### src/rtl/pes_farm_sensor.sv
// Farm-road vehicle detector: synchronises and debounces the loop input, counts waiting
// vehicles and drives the sensor request into pes_traffic with a post-green hold-off.
module pes_farm_sensor #(
  parameter int DEB_CYCLES     = 4,
  parameter int HOLDOFF_CYCLES = 8,
  parameter int QW             = 4
) (
  input  logic          clk,
  input  logic          rst_n,
  input  logic          raw_loop,
  input  logic [2:0]    light_farm,
  output logic          sensor,
  output logic [QW-1:0] queue_cnt,
  output logic          light_err
);

  localparam int DW = $clog2(DEB_CYCLES + 1);
  localparam int HW = $clog2(HOLDOFF_CYCLES + 1);
  localparam logic [DW-1:0] DEB_LAST  = DW'(DEB_CYCLES - 1);
  localparam logic [HW-1:0] HOLD_LAST = HW'(HOLDOFF_CYCLES - 1);
  localparam logic [QW-1:0] Q_MAX     = '1;

  typedef enum logic [1:0] {IDLE, REQUEST, SERVING, HOLDOFF} state_t;

  logic          s1, s2, deb, deb_d;
  logic [DW-1:0] deb_cnt;
  logic [HW-1:0] hold_cnt, hold_next;
  logic [QW-1:0] q_next;
  state_t        state, state_next;
  logic          is_green, one_hot, arrival, departure;

  always_comb begin
    one_hot = 1'b0;
    case (light_farm)
      3'b100, 3'b010, 3'b001: one_hot = 1'b1;
      default:                one_hot = 1'b0;
    endcase
  end

  // Non-one-hot codes never compare equal to GREEN, so they are treated as not GREEN.
  assign is_green  = (light_farm == 3'b001);
  // Edges of the debounced level are acted on one cycle after the level changes.
  assign arrival   = deb & ~deb_d;
  assign departure = ~deb & deb_d & is_green;

  always_comb begin
    q_next = queue_cnt;
    if (arrival && queue_cnt != Q_MAX)
      q_next = queue_cnt + QW'(1);
    else if (departure && queue_cnt != '0)
      q_next = queue_cnt - QW'(1);
  end

  always_comb begin
    state_next = state;
    hold_next  = hold_cnt;
    case (state)
      IDLE:    if (q_next != '0) state_next = REQUEST;
      REQUEST: if (is_green) state_next = SERVING;
      SERVING: begin
        if (!is_green || q_next == '0) begin
          state_next = HOLDOFF;
          hold_next  = HOLD_LAST;
        end
      end
      HOLDOFF: begin
        if (hold_cnt == '0)
          state_next = (q_next != '0) ? REQUEST : IDLE;
        else
          hold_next = hold_cnt - HW'(1);
      end
      default: state_next = IDLE;
    endcase
  end

  always_ff @(posedge clk or negedge rst_n) begin
    if (!rst_n) begin
      s1        <= 1'b0;
      s2        <= 1'b0;
      deb       <= 1'b0;
      deb_d     <= 1'b0;
      deb_cnt   <= '0;
      hold_cnt  <= '0;
      queue_cnt <= '0;
      state     <= IDLE;
      sensor    <= 1'b0;
      light_err <= 1'b0;
    end else begin
      s1    <= raw_loop;
      s2    <= s1;
      deb_d <= deb;
      if (s2 == deb) begin
        deb_cnt <= '0;
      end else if (deb_cnt == DEB_LAST) begin
        deb     <= ~deb;
        deb_cnt <= '0;
      end else begin
        deb_cnt <= deb_cnt + DW'(1);
      end
      queue_cnt <= q_next;
      state     <= state_next;
      hold_cnt  <= hold_next;
      sensor    <= (state_next == REQUEST) || (state_next == SERVING);
      if (!one_hot) light_err <= 1'b1;
    end
  end

endmodule

### config.mk
export PLATFORM = sky130hd
export DESIGN_NAME = pes_farm_sensor
export DESIGN_NICKNAME = d
export VERILOG_FILES = /design/src/rtl/pes_farm_sensor.sv
export SDC_FILE = /design/constraint.sdc
export NUM_CORES = 1
export LEC_CHECK = 0
export CORE_UTILIZATION = 48
export CTS_CLUSTER_SIZE = 10
export DETAILED_ROUTE_END_ITERATION = 8
export PLACE_DENSITY = 0.7
export SLEW_MARGIN = 20
export SYNTH_ARGS = -nofsm -noshare
export SYNTH_HDL_FRONTEND = slang
export SYNTH_SLANG_ARGS = --single-unit
### constraint.sdc
create_clock -name clk -period 2.7 [get_ports clk]
set_clock_uncertainty 0.15 [all_clocks]
set_input_delay 0.27 -clock clk [delete_from_list [all_inputs] [get_ports clk]]
set_output_delay 0.27 -clock clk [all_outputs]
set_load 0.005 [all_outputs]
; Yosys cells after proc, flatten, opt, wreduce, memory -nomap -nowiden
; Index checks and enable logic that the tools add are counted.
[word_totals]
out_inout_bits = 6
reg_bits = 19
word_cells = 61
input_bits = 6
[op_classes]
muxes = 14
n_eq_ne = 13
addsub = 4
n_reduce_logical = 14
n_bitwise = 6
[ops]
columns = cell, count
row1 = 2-to-1 mux 4 bit, 4
row2 = logical NOT 4 bit, 2
row3 = 2-to-1 mux 2 bit, 4
row4 = case mux 2 bit (4 select lines), 1
row5 = case mux 4 bit (2 select lines), 1
row6 = nonzero test 4 bit, 2
row7 = subtractor 4 x 1 -> 4 bit (second input constant), 2
row8 = == test 2 bit (second input constant), 3
row9 = == test 3 x 2 -> 1 bit (second input constant), 2
row10 = 2-to-1 mux 3 bit, 2
row11 = adder 4 x 1 -> 4 bit (second input constant), 1
row12 = == test 2 x 1 -> 1 bit (second input constant), 2
row13 = != test 2 bit (second input constant), 2
row14 = != test 4 bit (second input constant), 1
row15 = adder 3 x 1 -> 3 bit (second input constant), 1
row16 = AND 1 bit, 3
row17 = == test 3 x 1 -> 1 bit (second input constant), 1
row18 = == test 3 bit (second input constant), 1
row19 = inverter 1 bit, 3
row20 = AND reduction 3 bit, 1
row21 = OR reduction 3 bit, 1
row22 = logical AND 1 bit, 2
row23 = logical NOT 2 bit, 1
row24 = logical OR 1 bit, 2
row25 = other kinds (5), 6

; Longest topological paths before layout
; Gate-level depths: netlist of run 1.
[logic_depth]
depth_word = 12
depth_mapped = 9
depth_no_buf = 8

; Least setup slack after synthesis of run 1
; Ideal clock, no wire load.
[synth_path]
path_type = register to register
from = register queue_cnt[0]
to = register hold_cnt[2]
arrival_ns = 2.464
path_stages_with_launch = 10
n_path_buf = 1
period_less_slack_ns = 2.715
slack_ns = -0.015
path_cell_list = dfrtp_1 > inv_1 > ha_1 > or3b_1 > nand3_1 > mux2_2 > or4_1 > buf_2 > o21a_4 > o311ai_2
[synth_between]
elab_chain_len = 8
elab_cells_between_ends = 12
classes_between = add/sub: 2 / eq/ne: 2 / mux: 2 / reduce/logical: 6
[synth_lines]
columns = item, line
row1 = start: declaration, 13  ; output logic [QW-1:0] queue_cnt,
row2 = start signal: assignment, 100  ; queue_cnt <= q_next;
row3 = "parallel branches: the longest is 3 deep, another holds subtractor 4 x 1 -> 4 bit", n/a
row4 = 2-to-1 mux 4 bit (*), 48  ; if (arrival && queue_cnt != Q_MAX)
row5 = logical NOT 4 bit (*), 61  ; if (!is_green || q_next == '0) begin
row6 = logical OR 1 bit (*), 61
row7 = != test 2 bit (no line) (*), n/a
row8 = AND reduction 3 bit (no line) (*), n/a
row9 = end signal: assignment, 102  ; hold_cnt <= hold_next;
row10 = end: declaration, 27  ; logic [HW-1:0] hold_cnt, hold_next;
; Every way passes the cells marked *.
; A chain may end at the register's enable or synchronous reset.

; Worst setup path after layout of run 1
[layout_path]
from = register queue_cnt[1]
to = register hold_cnt[1]
; The elaborated chain is that of the path after synthesis.

==> summary.md, run 1 <==
| Metric | Value |
|---|---|
| CP Launch Type | `register` |
| Top FF cell, synth | `dfrtp_1` |
| Maximum vdd drop | `0.000629 V` |
| Pre-CTS setup slack | `-27.2 ps` |
| Post-Layout Cell Count | `148` |
| Initial antenna violation count | `0` |
| Wirelength per Cell | `14.6 microns` |
| Clk pwr share | `10.1%` |
| M3 GR Usage | `2.83%` |
| Syn Std Cell Area | `1040 sq um` |
| IO Port Bufs | `11` |
| First-pass GRT wire length | `3420 microns` |
| Int Power | `843 uW` |
| Antenna Nets Post-Route | `0` |
| Crit-path cells | `inv_2 -> ha_4 -> or3b_4 -> nand3_2 -> mux2_4 -> or4_4 -> o21a_4 -> o31ai_2` |
| Total grt overflow | `0` |
| Distinct cells, synth | `40` |
| Most common cell after layout, fill and taps aside | `dfrtp_1` |
| Core footprint | `2000 sq um` |
| Antenna Cells | `0` |
| Post-DP Area | `1240 sq um` |
| Sum of buffers and inverters on the critical path | `1` |
| Crit. End Element | `register` |
| Total Die Area | `2350 sq um` |
| Tot Pwr | `1390 uW` |
| Seq cells post-synth | `19` |
| Hold Vio Cnt, Final | `0` |
| Slew Limit Fails | `0` |
| Ys async rst share | `100%` |
| Worst path slowest cell | `or4_4` |
| Post-Syn Instances | `98` |
| Critical path type | `reg -> reg` |
| CTS Hold Buffers Added | `0` |
| Mapped Nets | `108` |
| Switching share of power | `39.2%` |
| Die Wd | `48.5 microns` |
| Synth Warn # | `0` |
| Switching power | `543 uW` |
| Via/cell ratio | `5.78` |
| Minimum setup slack among reg-to-reg paths | `8 ps` |
| Max FO, Critical Path | `5` |
| CP delay by family, top | `simple AND/OR/NAND/NOR gates` |
| Num CTS Buffers | `3` |
| Vias in the first global route | `799` |
| WP data required | `2760 ps` |
| Seq/Total Area, Yosys | `45.8%` |
| Slew @ Worst Pin | `853 ps` |
| DP Wirelength | `1540 microns` |
| Rel. slew slack | `42.9%` |
| Die H | `48.5 microns` |
| Num rows | `16` |
| Commonest non-fill, non-tap cells in the layout | `19 x dfrtp_1, 11 x clkdlybuf4s50_1, 9 x inv_1, 9 x buf_4, 7 x nor3_1` |
| Routability-driven placement congestion ratio | `0.795` |
| Worst skew pair latency | `290 ps` |
| Gr busiest metal | `met2` |
| Deepest clock path buffer count | `2` |
| Routing usage on met2 | `30.8%` |
| CTS tree | `done` |
| Layout Nets | `132` |
| Dpl cells | `142` |
| Final Cycle Share | `99.7%` |
| Tmin final | `2690 ps` |
| Maximum clock frequency | `371 MHz` |
| Max-Cap Viols | `0` |
| Area growth syn-to-layout | `29.4%` |
| Comb power frac | `55.1%` |
| Finished Cell Area | `1340 sq um` |
| Data arrival, critical path | `2750 ps` |
| DRT Pass-1 Iters | `4` |
| Largest net degree at the start of global routing | `20` |
| Setup violations, final | `0` |
| Number of synthesized flops with an enable pin | `0` |
| Lkg Pwr | `0.000590 uW` |
| Sequential Power Share | `34.8%` |
| Outcome | `complete, no violations` |
| CTS HTree Levels | `1` |
| CP max stage delay | `580 ps` |
| Post-Syn Area per Cell | `10.6 sq um` |
| Initial DRC count | `19` |
| Remaining routing DRC violations | `0` |
| Fillers | `170` |
| Final hold slack | `219 ps` |
| Final wirelength | `2170 microns` |
| GR Util met1 | `25.2%` |
| # IOs | `12` |
| Worst-path clk slew | `110 ps` |
| Post-route setup slack | `7.52 ps` |
| Vias after detailed routing | `855` |
| Root Buffer | `clkbuf_4` |
| Clk sink count | `19` |
| Min-Delay Path Class | `reg -> reg` |
| Power per cell area | `1030 nW/um^2` |
| RSZ-0062 raised after global routing | `yes` |
| Starting Density | `51.8%` |
| Share of cells above drive strength 1 | `28.1%` |
| Global-route usage over all layers | `19.1%` |
[final cells by class]
class                      count  area [sq um]  share of cell area [%]
clock buffer                   3          22.5                    1.68
clock inverter                 1          5.00                   0.373
inverter                      11          41.3                    3.08
multi-input combinational     67           587                    43.7
sequential                    19           475                    35.4
tap                           27          33.8                    2.52
timing repair buffer          20           178                    13.2
[layer usage]
metal,part of all wire (%),vias up
li1,-,406
met1,45,419
met2,50,26
met3,4.3,4
met4,1.3,0
met5,0,-
[power groups by stage]
stage                     clock network (uW)  logic (uW)  registers, uW
after floorplan                            0         452            473
after global placement                     0         615            475
after detailed placement                   0         632            483
after CTS                                147         672            478
after global routing                     158         833            497
final                                    140         763            483
[per-stage QoR]
step,setup TNS [ps],util [%]
finish,0,67.1
global route,-80.0,67.1
CTS,0,64.0
detailed placement,-45.4,61.9
global placement,0,61.9
floorplan,-24.8,-
[cells by family after synthesis]
group / synth area share, %
flip-flops: 45.8
buffers and inverters: 4.46
multiplexers: 3.14
adder cells (fa/ha/maj): 4.83
AO/OA/AOI/OAI: 18.2
AND/OR/NAND/NOR: 19.3
XOR/XNOR: 4.22
[worst register-to-register path, cell delays in order, from the launching register on]
cell and delay [ps]:
dfrtp_1 410, inv_2 80, ha_4 120, or3b_4 390
nand3_2 100, mux2_4 300, or4_4 580, o21a_4 260
o31ai_2 220
[path summary, 6_finish.rpt]
kind | from | cells past startpoint | to
setup reg to reg | queue_cnt[1] | 8 | hold_cnt[1]
min in group asynchronous | rst_n | 1 | sensor
max in group asynchronous | rst_n | 1 | deb_cnt[2]
setup / recovery | queue_cnt[1] | 8 | hold_cnt[1]
hold reg to reg | s1 | 0 | s2
hold / removal | s1 | 0 | s2
[synthesized netlist by cell type, drive strengths merged (2+ instances only)]
cell    number  area [sq um]
and3         2          13.8
a211oi       2          15.0
nor3b        3          27.5
nand3        3          15.0
inv         11          41.3
o21ai        5          25.0
o31ai        3          27.5
dfrtp       19           475
mux2         2          22.5
and3b        2          17.5
a21oi        2          10.0
ha           4          50.1
o311ai       2          25.0
nor3         7          35.0
o22ai        2          12.5
nor2b        2          12.5
nand2        4          15.0
nand2b       2          12.5
xnor2        4          35.0
[sequential cells by signal (all words and copies together), names as in the netlist]
signal	cells
deb	1
deb_cnt	3
deb_d	1
hold_cnt	4
light_err	1
queue_cnt	4
s1	1
s2	1
sensor	1
state	2
[repair_timing]
| action | 4_1_cts | 5_1_grt |
|---|---|---|
| setup buffers | 1 | 1 |
| cloned | 0 | 0 |
| setup endpoints to repair | 5 | 6 |
| gates resized for setup | 3 | 9 |
| pin swaps | 1 | 3 |
Note: power is estimated with default switching activity, not from simulation.
==> inputs of run 2 (changes only) <==
CORE_MARGIN = 3   (was unset)
==> summary.md, run 2 (same netlist as run 1, synthesis figures left out) <==
| Metric | Value |
|---|---|
| Crit Reg-Reg Startpoint | `queue_cnt[1]` |
| Post-route setup slack | `44.4 ps` |
| Num CTS Buffers | `3` |
| Met3 WL post-DR | `100 microns` |
| Crit. End Element | `register` |
| Finished Cell Area | `1320 sq um` |
| CTS tree | `done` |
| Hold Vio Cnt, Final | `0` |
| RSZ-0062 raised after global routing | `yes` |
| Worst skew pair latency | `290 ps` |
| Tmin final | `2660 ps` |
| Initial antenna violation count | `0` |
| Remaining routing DRC violations | `0` |
| Maximum vdd drop | `0.000636 V` |
| WP data required | `2750 ps` |
| Crit-path cells | `inv_1 -> ha_2 -> or3b_4 -> a32oi_2 -> xnor2_2 -> or4_4 -> o21a_4 -> o41ai_2` |
| Setup crit start | `queue_cnt[1]` |
| Final Cycle Share | `98.4%` |
| R2R cell count | `8` |
| First-pass GRT wire length | `3690 microns` |
| Comb power frac | `55.2%` |
| Area growth syn-to-layout | `27.6%` |
| Minimum setup slack among reg-to-reg paths | `40 ps` |
| Core footprint | `2000 sq um` |
| Starting Density | `51.8%` |
| Final core occ | `66.1%` |
| Wirelength per Cell | `14.1 microns` |
| Worst Hold Depth | `0` |
| Vias after detailed routing | `822` |
| Via/cell ratio | `5.52` |
| Slew Limit Fails | `0` |
| Reg2reg end | `hold_cnt[0]` |
| Vias in the first global route | `851` |
| DP Wirelength | `1510 microns` |
| Worst path slowest cell | `or4_4` |
| Regs by FF count | `hold_cnt x4, queue_cnt x4, deb_cnt x3` |
| CP max stage delay | `570 ps` |
| # IOs | `12` |
| Clk sink count | `19` |
| WL met1 | `1030 microns` |
| IO Port Bufs | `11` |
| Max FO, Critical Path | `5` |
| Layout Nets | `133` |
| Worst Hold Path EP | `s2` |
| DR WL met2 | `925 microns` |
| Outcome | `complete, no violations` |
| Max Used Layer | `met4` |
| Initial DRC count | `14` |
| Routability-driven placement congestion ratio | `0.781` |
| Root Buffer | `clkbuf_4` |
| Sequential Power Share | `34.4%` |
| Die Wd | `52.5 microns` |
| Post-DP Area | `1240 sq um` |
| Most common cell after layout, fill and taps aside | `dfrtp_1` |
| DRT Pass-1 Iters | `4` |
| Critical path type | `reg -> reg` |
| Commonest non-fill, non-tap cells in the layout | `19 x dfrtp_1, 11 x inv_1, 11 x clkdlybuf4s50_1` |
| Pre-CTS setup slack | `-98.4 ps` |
| Share of cells above drive strength 1 | `24.6%` |
| CTS Hold Buffers Added | `0` |
| Final wirelength | `2110 microns` |
| Slew @ Worst Pin | `852 ps` |
| CP Launch Type | `register` |
| Antenna Cells | `0` |
| Lkg Pwr | `0.000591 uW` |
| Power per cell area | `1030 nW/um^2` |
| Total grt overflow | `0` |
| Clk pwr share | `10.4%` |
| Maximum clock frequency | `377 MHz` |
| Largest net degree at the start of global routing | `20` |
| Deepest clock path buffer count | `2` |
| Worst-path clk slew | `100 ps` |
| HP Start | `s1` |
| Die H | `52.5 microns` |
| Int Power | `845 uW` |
| Switching power | `521 uW` |
| Rel. slew slack | `43.0%` |
| CTS HTree Levels | `1` |
| Total Die Area | `2750 sq um` |
| Num rows | `16` |
| Data arrival, critical path | `2710 ps` |
| Antenna Nets Post-Route | `0` |
| Min-Delay Path Class | `reg -> reg` |
| Switching share of power | `38.1%` |
| Max-Cap Viols | `0` |
| Global-route usage over all layers | `18.1%` |
| Setup violations, final | `0` |
[run 2: timing repair]
item | CTS | global route
setup buffers | 0 | 3
setup endpoints to repair | 1 | 6
pin swaps | 0 | 5
gates resized for setup | 1 | 7
[run 2: how the worst max path moves through the flow]
| stage | to | slack [ps] | depth (start not counted) |
|---|---|---|---|
| 2_1_floorplan | hold_cnt[3] | -10 | 9 |
| 3_3_place_gp | state[0] | -10 | 7 |
| 3_5_place_dp | state[0] | -100 | 7 |
| 4_1_cts | hold_cnt[1] | 3 | 8 |
| 5_1_grt | hold_cnt[0] | -60 | 8 |
| 6_report | hold_cnt[0] | 40 | 8 |
[run 2: power by group through the flow]
stage / clock (uW) / combinational (uW) / sequential (uW)
detailed placement: 0 / 641 / 475
CTS: 150 / 649 / 469
global placement: 0 / 617 / 473
floorplan: 0 / 452 / 473
finish: 142 / 754 / 470
global route: 159 / 832 / 489
[run 2: layout make-up]
type | instances | area, sq um
multi-input combinational | 67 | 562
inverter | 11 | 41.3
tap | 27 | 33.8
timing repair buffer | 21 | 185
fill | 159 | 678
sequential | 19 | 475
clock buffer | 4 | 26.3
[run 2: metal layers]
| metal | global-route usage, % | vias to the layer above |
|---|---|---|
| li1 | - | 408 |
| met1 | 24.2 | 381 |
| met2 | 27.1 | 26 |
| met3 | 3.99 | 7 |
| met4 | 9.79 | 0 |
| met5 | 0 | - |
[run 2: critical path, delay by kind of cell (launching register included)]
kind	cells	cell delay (ps)
AO/OA/AOI/OAI	3	690
XOR/XNOR	1	110
adder cells (fa/ha/maj)	1	180
buffers and inverters	1	70
flip-flops	1	390
AND/OR/NAND/NOR	2	960
[run 2: per-stage QoR]
| stage | hold WS, ps | cells | power, uW | TNS [ps] |
|---|---|---|---|---|
| detailed placement | 197 | 142 | 1120 | -360 |
| global placement | 196 | 142 | 1090 | -17.7 |
| CTS | 222 | 146 | 1270 | 0 |
| floorplan | -176 | 98 | 925 | -24.8 |
| finish | 219 | 149 | 1370 | 0 |
| global route | 228 | 149 | 1480 | -241 |
